$ cat src/rtl/muldiv_ctrl_unit.sv
// rtl/muldiv_ctrl_unit.sv - R-type mult/div/HI-LO decoder with radix-2 iterative datapath
module muldiv_ctrl_unit #(
    parameter int WIDTH = 32,
    parameter int CNT_W = 6
) (
    input  logic             clk,
    input  logic             rst_n,
    input  logic             start,
    input  logic [1:0]       aluop,
    input  logic [5:0]       funct,
    input  logic [WIDTH-1:0] a,
    input  logic [WIDTH-1:0] b,
    input  logic             cancel,
    output logic             busy,
    output logic             done,
    output logic             div_zero,
    output logic [WIDTH-1:0] hi,
    output logic [WIDTH-1:0] lo,
    output logic [WIDTH-1:0] rdata
);

    localparam int DW = 2 * WIDTH;

    localparam logic [5:0] F_MFHI  = 6'b010000;
    localparam logic [5:0] F_MTHI  = 6'b010001;
    localparam logic [5:0] F_MFLO  = 6'b010010;
    localparam logic [5:0] F_MTLO  = 6'b010011;

    localparam logic [1:0] S_IDLE = 2'd0;
    localparam logic [1:0] S_RUN  = 2'd1;
    localparam logic [1:0] S_FIX  = 2'd2;

    logic [1:0]       r_state;
    logic [CNT_W-1:0] r_cnt;
    logic [DW-1:0]    r_acc;     // mult: {partial product, multiplier}; div: {remainder, quotient}
    logic [WIDTH-1:0] r_opb;     // mult: multiplicand magnitude; div: divisor magnitude
    logic             r_is_div;
    logic             r_neg_q;   // product / quotient must be negated
    logic             r_neg_r;   // remainder must be negated (dividend was negative)
    logic             r_dz;
    logic [WIDTH-1:0] r_hi;
    logic [WIDTH-1:0] r_lo;
    logic             r_done;
    logic             r_div_zero;

    logic             w_req;
    logic             w_is_md;
    logic             w_accept_md;
    logic             w_mthi;
    logic             w_mtlo;
    logic             w_signed;
    logic             w_div;
    logic             w_a_neg;
    logic             w_b_neg;
    logic [WIDTH-1:0] w_a_mag;
    logic [WIDTH-1:0] w_b_mag;
    logic [WIDTH:0]   w_add;
    logic [WIDTH:0]   w_shl;
    logic [WIDTH:0]   w_diff;
    logic [DW-1:0]    w_step;
    logic [DW-1:0]    w_prod_fix;
    logic [WIDTH-1:0] w_quo_fix;
    logic [WIDTH-1:0] w_rem_fix;

    // Cancel in IDLE suppresses any same-cycle request, including mthi/mtlo.
    assign w_req       = start & (aluop == 2'b10) & (r_state == S_IDLE) & ~cancel;
    assign w_is_md     = (funct[5:2] == 4'b0110);
    assign w_accept_md = w_req & w_is_md;
    assign w_mthi      = w_req & (funct == F_MTHI);
    assign w_mtlo      = w_req & (funct == F_MTLO);

    // Within mult/multu/div/divu: bit0 clear means signed, bit1 set means divide.
    assign w_signed = ~funct[0];
    assign w_div    = funct[1];
    assign w_a_neg  = w_signed & a[WIDTH-1];
    assign w_b_neg  = w_signed & b[WIDTH-1];
    assign w_a_mag  = w_a_neg ? (~a + WIDTH'(1)) : a;
    assign w_b_mag  = w_b_neg ? (~b + WIDTH'(1)) : b;

    // One radix-2 step: shift-add for multiply, restoring shift-subtract for divide.
    always_comb begin
        w_add  = {1'b0, r_acc[DW-1:WIDTH]} + (r_acc[0] ? {1'b0, r_opb} : {(WIDTH+1){1'b0}});
        w_shl  = {r_acc[DW-1:WIDTH], r_acc[WIDTH-1]};
        w_diff = w_shl - {1'b0, r_opb};
        if (r_is_div) begin
            if (w_diff[WIDTH]) begin
                w_step = {w_shl[WIDTH-1:0], r_acc[WIDTH-2:0], 1'b0};
            end else begin
                w_step = {w_diff[WIDTH-1:0], r_acc[WIDTH-2:0], 1'b1};
            end
        end else begin
            w_step = {w_add, r_acc[WIDTH-1:1]};
        end
    end

    // Sign correction of the unsigned-magnitude results.
    always_comb begin
        w_prod_fix = r_neg_q ? (~r_acc + DW'(1)) : r_acc;
        w_quo_fix  = r_neg_q ? (~r_acc[WIDTH-1:0] + WIDTH'(1)) : r_acc[WIDTH-1:0];
        w_rem_fix  = r_neg_r ? (~r_acc[DW-1:WIDTH] + WIDTH'(1)) : r_acc[DW-1:WIDTH];
    end

    // Control FSM and iterative datapath registers.
    always_ff @(posedge clk or negedge rst_n) begin
        if (!rst_n) begin
            r_state  <= S_IDLE;
            r_cnt    <= '0;
            r_acc    <= '0;
            r_opb    <= '0;
            r_is_div <= 1'b0;
            r_neg_q  <= 1'b0;
            r_neg_r  <= 1'b0;
            r_dz     <= 1'b0;
        end else begin
            case (r_state)
                S_IDLE: begin
                    if (w_accept_md) begin
                        r_state  <= S_RUN;
                        r_cnt    <= CNT_W'(WIDTH);
                        r_is_div <= w_div;
                        r_neg_q  <= w_a_neg ^ w_b_neg;
                        r_neg_r  <= w_a_neg;
                        r_dz     <= w_div & (b == '0);
                        r_opb    <= w_div ? w_b_mag : w_a_mag;
                        r_acc    <= {{WIDTH{1'b0}}, (w_div ? w_a_mag : w_b_mag)};
                    end
                end
                S_RUN: begin
                    if (cancel) begin
                        r_state <= S_IDLE;
                    end else begin
                        r_acc <= w_step;
                        r_cnt <= r_cnt - CNT_W'(1);
                        if (r_cnt == CNT_W'(1)) begin
                            r_state <= S_FIX;
                        end
                    end
                end
                S_FIX: begin
                    r_state <= S_IDLE;
                end
                default: begin
                    r_state <= S_IDLE;
                end
            endcase
        end
    end

    // Architectural HI/LO plus the completion pulses.
    always_ff @(posedge clk or negedge rst_n) begin
        if (!rst_n) begin
            r_hi       <= '0;
            r_lo       <= '0;
            r_done     <= 1'b0;
            r_div_zero <= 1'b0;
        end else begin
            r_done     <= 1'b0;
            r_div_zero <= 1'b0;
            if (w_mthi) begin
                r_hi <= a;
            end
            if (w_mtlo) begin
                r_lo <= a;
            end
            if ((r_state == S_FIX) && !cancel) begin
                r_done <= 1'b1;
                if (r_is_div) begin
                    r_lo       <= r_dz ? {WIDTH{1'b1}} : w_quo_fix;
                    r_hi       <= w_rem_fix;
                    r_div_zero <= r_dz;
                end else begin
                    r_hi <= w_prod_fix[DW-1:WIDTH];
                    r_lo <= w_prod_fix[WIDTH-1:0];
                end
            end
        end
    end

    // mfhi/mflo read port; shows the committed HI/LO even while busy.
    always_comb begin
        rdata = '0;
        if (funct == F_MFHI) begin
            rdata = r_hi;
        end else if (funct == F_MFLO) begin
            rdata = r_lo;
        end
    end

    assign busy     = (r_state != S_IDLE);
    assign done     = r_done;
    assign div_zero = r_div_zero;
    assign hi       = r_hi;
    assign lo       = r_lo;

endmodule

$ cat config.mk
export PLATFORM = sky130hd
export DESIGN_NAME = muldiv_ctrl_unit
export DESIGN_NICKNAME = d
export VERILOG_FILES = /design/src/rtl/muldiv_ctrl_unit.sv
export SDC_FILE = /design/constraint.sdc
export NUM_CORES = 1
export LEC_CHECK = 0
export BUFFER_PORTS_ARGS = -buffer_cell sky130_fd_sc_hd__buf_2
export CAP_MARGIN = 5
export CORE_UTILIZATION = 30
export CTS_BUF_LIST = sky130_fd_sc_hd__clkbuf_4
export CTS_CLUSTER_SIZE = 16
export DETAILED_ROUTE_END_ITERATION = 7
export HOLD_SLACK_MARGIN = 0.05
export PLACE_DENSITY = 0.51
export SLEW_MARGIN = 10
export SYNTH_ARGS = -nofsm -noshare
export SYNTH_HDL_FRONTEND = slang
export SYNTH_SLANG_ARGS = --single-unit
$ cat constraint.sdc
create_clock -name clk -period 10.35 [get_ports clk]
set_input_delay 2.07 -clock clk [delete_from_list [all_inputs] [get_ports clk]]
set_output_delay 2.07 -clock clk [all_outputs]
set_load 0.005 [all_outputs]
==> impl_summary.log <==
INFO  metric hold-path-cell-count = 1
INFO  metric numCtsBuffers = 17
INFO  metric combinational_fraction_of_design_power = 0.343
INFO  metric fin_setup_tns = 0 ps
INFO  metric clkLatencyLatePin = 680 ps
INFO  metric avgRoutedWirePerCell = 21.39 um
INFO  metric peakVddDrop = 57.84 uV
INFO  metric postSynthNetCount = 2167
INFO  metric outcome = finished clean
INFO  metric dpl_hpwl = 46050 um
INFO  metric post_synth_xor_area_fraction = 0.1025
INFO  metric cts_hold_buffers_added = 0
INFO  metric vias_in_the_first_global_route = 14520
INFO  metric layout_common_cells = sky130_fd_sc_hd__nand2_1, sky130_fd_sc_hd__nor2_1, sky130_fd_sc_hd__o21ai_0
INFO  metric p_clk_frac = 0.215
INFO  metric tightest_slew = 1182 ps
INFO  metric postRouteWirelength = 59850 um
INFO  metric drc_errors = 0
INFO  metric synthCells = 2019
INFO  metric yosys.cell_types.count = 70
INFO  metric final-setup-viol-count = 0
INFO  metric finalCriticalPeriod = 5350 ps
INFO  metric ant_nets = 0
INFO  metric power.density = 112.7 nW/um2
INFO  metric port_buffers = 174
INFO  metric post_route_cell_area = 17160 um2
INFO  metric worstPathMaxFanout = 32
INFO  metric crit_cells = 7
INFO  metric synth_enable_flop_cells = 0
INFO  metric fin_cells = 2798
INFO  metric syn-mean-instance-area = 7.659 um2
INFO  metric gp_routability_congestion = 0.9552
INFO  metric critical_path.n_buffers_inverters = 4
INFO  metric m1WireLength = 28280 um
INFO  metric fmax = 186.9 MHz
INFO  metric headroom_to_the_max_slew_limit = 0.2120
INFO  metric clock_tree_from_tritoncts = yes
INFO  metric die_width = 229.0 um
INFO  metric drtPass1Iterations = 6
INFO  metric synth_fa_ha_area_frac = 0.05923
INFO  metric met2RoutedLength = 26020 um
INFO  metric synth_mux_area_frac = 0.08884
INFO  metric clock_tree.root_cell = sky130_fd_sc_hd__clkbuf_4
INFO  metric cts_setup_buffers = 0
INFO  metric synth-simple-area-share = 0.2028
INFO  metric number_of_antenna_violations_at_the_first_check_in_global_routing = 4
INFO  metric critical-path-slowest-cell = sky130_fd_sc_hd__nor4b_1
INFO  metric endpoint_kind = primary output
INFO  metric timing.critical_path.slowest_cell_delay = 290 ps
INFO  metric async_flop_share = 1.000
INFO  metric post_drt_via_cell_ratio = 5.529
INFO  metric path_category_of_the_worst_min_delay_check = reg2reg
INFO  metric placed_cells_incl_taps = 2764
INFO  metric std_cell_rows = 82
INFO  metric worst_path_arrival_time = 3280 ps
INFO  metric clk_pin_slew = 140 ps
INFO  metric drv.max_cap_violation_count = 0
INFO  metric layout-drive-gt1-share = 0.1177
INFO  metric yosys.area.top_type = sky130_fd_sc_hd__dfrtp_1
INFO  metric sequential_to_total_area_share_from_yosys_stat = 0.2816
INFO  metric power.switching_fraction = 0.4205
INFO  metric cts-htree-levels = 4
INFO  metric netlist_top_cells_area = sky130_fd_sc_hd__dfrtp_1, sky130_fd_sc_hd__mux2i_1, sky130_fd_sc_hd__xnor2_1
INFO  metric synth_top_area_share = 0.2816
INFO  metric synth_top_family_by_area = compound AO/OA/AOI/OAI gates
INFO  metric synthToLayoutAreaGrowth = 10.95%
INFO  metric mapped_area = 15460 um2
INFO  metric die_area = 52460 um2
INFO  metric cp_cell_sequence = buf_2 > nor4b_1 > buf_4 > nand2b_1 > buf_4 > nor2_1 > buf_2
INFO  metric core-area = 50480 um2
INFO  metric final.period_utilization = 0.5169
INFO  metric cts_max_path_buffers = 2
INFO  metric clkSinkCount = 174
INFO  metric largest_net_degree_at_the_start_of_global_routing = 88
INFO  metric hold_viol_final = 0
INFO  metric nNetsFinal = 2259
INFO  metric cp.required = 8280 ps
INFO  metric internal_power = 0.001120 W
INFO  metric r2r_cells = 13
INFO  metric placedInstanceArea = 16880 um2
INFO  metric critical_path.startpoint_type = primary input
INFO  metric static_leak = 8.076 nW
INFO  metric overflow = 0
INFO  metric postSynth.topFlopCell = sky130_fd_sc_hd__dfrtp_1
INFO  metric grt_first_pass_wirelength = 90220 um
INFO  metric flop_and_latch_count_out_of_synthesis = 174
INFO  metric setup_crit_path_kind = in2out
INFO  metric fp.dieH = 229.0 um
INFO  metric final_common_cell = sky130_fd_sc_hd__nand2_1
INFO  metric synth_compound_gate_area_share = 0.2181
INFO  metric total_switching_power = 0.0008127 W
INFO  metric grt_usage = 0.2248
INFO  metric clock_skew = 34.10 ps
INFO  metric critical-path-top-delay-family = buffers and inverters
INFO  metric rsz0062_at_grt = no
INFO  metric p_seq_frac = 0.441
INFO  metric dr.max_layer_used = met5
INFO  metric slew_viol_final = 0
INFO  metric detailroute.via_count = 15470
INFO  metric cts_resized = 0
INFO  metric start_util = 0.3063
INFO  metric detailroute.wirelength.met3 = 4439 um
INFO  metric synth-warning-count = 0
INFO  metric drtIter0Drc = 1501
INFO  metric floorplan.io_pins = 175
## cells in the mapped netlist, drive strengths merged, types with 16 or more instances
library cell	instances
nand2	238
nor2	235
o21ai	196
a21oi	188
dfrtp	174
mux2i	135
xnor2	112
clkbuf	103
ha	70
inv	69
xor2	69
nand3	46
nor3	40
a21o	27
a22oi	23
a31oi	23
nand2b	21
nor2b	20
a211oi	19
o31ai	19
or4	18
buf	17
nand4	16
## logic make-up (layout without fill, tap and decap cells)
kind of cell | after synthesis | count (layout)
AOI/OAI and AO/OA | 569 | 569
DFF | 174 | 174
muxes | 137 | 137
xor gates and xnor gates | 181 | 181
and+or+nand+nor | 696 | 696
other | 0 | 2
adders and majority gates | 72 | 72
buffers and inverters | 190 | 295
## area by class of cell
| class | count | area (um2) |
|---|---|---|
| Antenna cell | 2 | 5.005 |
| Clock buffer | 18 | 135.1 |
| Clock inverter | 14 | 133.9 |
| Fill cell | 5403 | 33320 |
| Inverter | 70 | 262.8 |
| Multi-Input combinational cell | 1655 | 10400 |
| Sequential cell | 174 | 4355 |
| Tap cell | 672 | 840.8 |
| Timing Repair Buffer | 193 | 1022 |
## metal layers
layer  global-route usage  vias to the layer above
met5                    0                        -
met4              0.05417                        2
met3              0.03162                       51
met2               0.3417                      608
met1               0.3318                     7475
li1                     -                     7335
## power groups by stage
stage                     clock network [W]  registers (W)  logic [W]
after CTS                          0.000430       0.000847   0.000659
after floorplan                           0       0.000806   0.000462
after detailed placement                  0       0.000860   0.000655
final                              0.000416       0.000853   0.000663
after global placement                    0       0.000858   0.000649
after global routing               0.000452       0.000860   0.000732
## worst paths after layout
path | start | end | slack [ps]
setup / recovery | funct[5] | rdata[18] | 5000
hold / removal | r_opb[13]$_DFFE_PN0P_ | r_opb[13]$_DFFE_PN0P_ | 500
setup reg to reg | r_acc[0]$_DFFE_PN0P_ | hi[6]$_DFFE_PN0P_ | 5560
hold reg to reg | r_opb[13]$_DFFE_PN0P_ | r_opb[13]$_DFFE_PN0P_ | 500
max in group asynchronous | rst_n | r_opb[16]$_DFFE_PN0P_ | 6980
min in group asynchronous | rst_n | lo[7]$_DFFE_PN0P_ | 1390
## worst reg2reg max path, stage by stage (launching register included)
cell	delay (ps)
sky130_fd_sc_hd__dfrtp_1	540
sky130_fd_sc_hd__inv_1	500
sky130_fd_sc_hd__buf_4	360
sky130_fd_sc_hd__ha_1	220
sky130_fd_sc_hd__nor2b_1	290
sky130_fd_sc_hd__nand4_1	250
sky130_fd_sc_hd__or4_4	580
sky130_fd_sc_hd__or4_1	650
sky130_fd_sc_hd__nor2_1	250
sky130_fd_sc_hd__nor2_1	180
sky130_fd_sc_hd__o41ai_1	410
sky130_fd_sc_hd__xnor2_1	260
sky130_fd_sc_hd__nand2_1	110
sky130_fd_sc_hd__o21ai_1	130
## registers in the layout, indices dropped and copies added (netlist names)
| register | flops |
|---|---|
| hi | 32 |
| r_acc | 64 |
| div_zero | 1 |
| r_dz | 1 |
| r_neg_r | 1 |
| r_opb | 32 |
| done | 1 |
| r_neg_q | 1 |
| r_cnt | 6 |
| r_is_div | 1 |
| r_state | 2 |
| lo | 32 |
## metrics by stage
stage                 util  worst slack (ps)  hold slack [ps]  power, W
finish              0.3399              5000            495.4  0.001933
global route        0.3399              4868            532.0  0.002045
CTS                 0.3398              5024            500.6  0.001936
detailed placement  0.3344              5033            468.0  0.001515
global placement    0.3344              5042            464.0  0.001507
floorplan                -              4921            449.3  0.001268
Power figures use the tool's default switching activity.
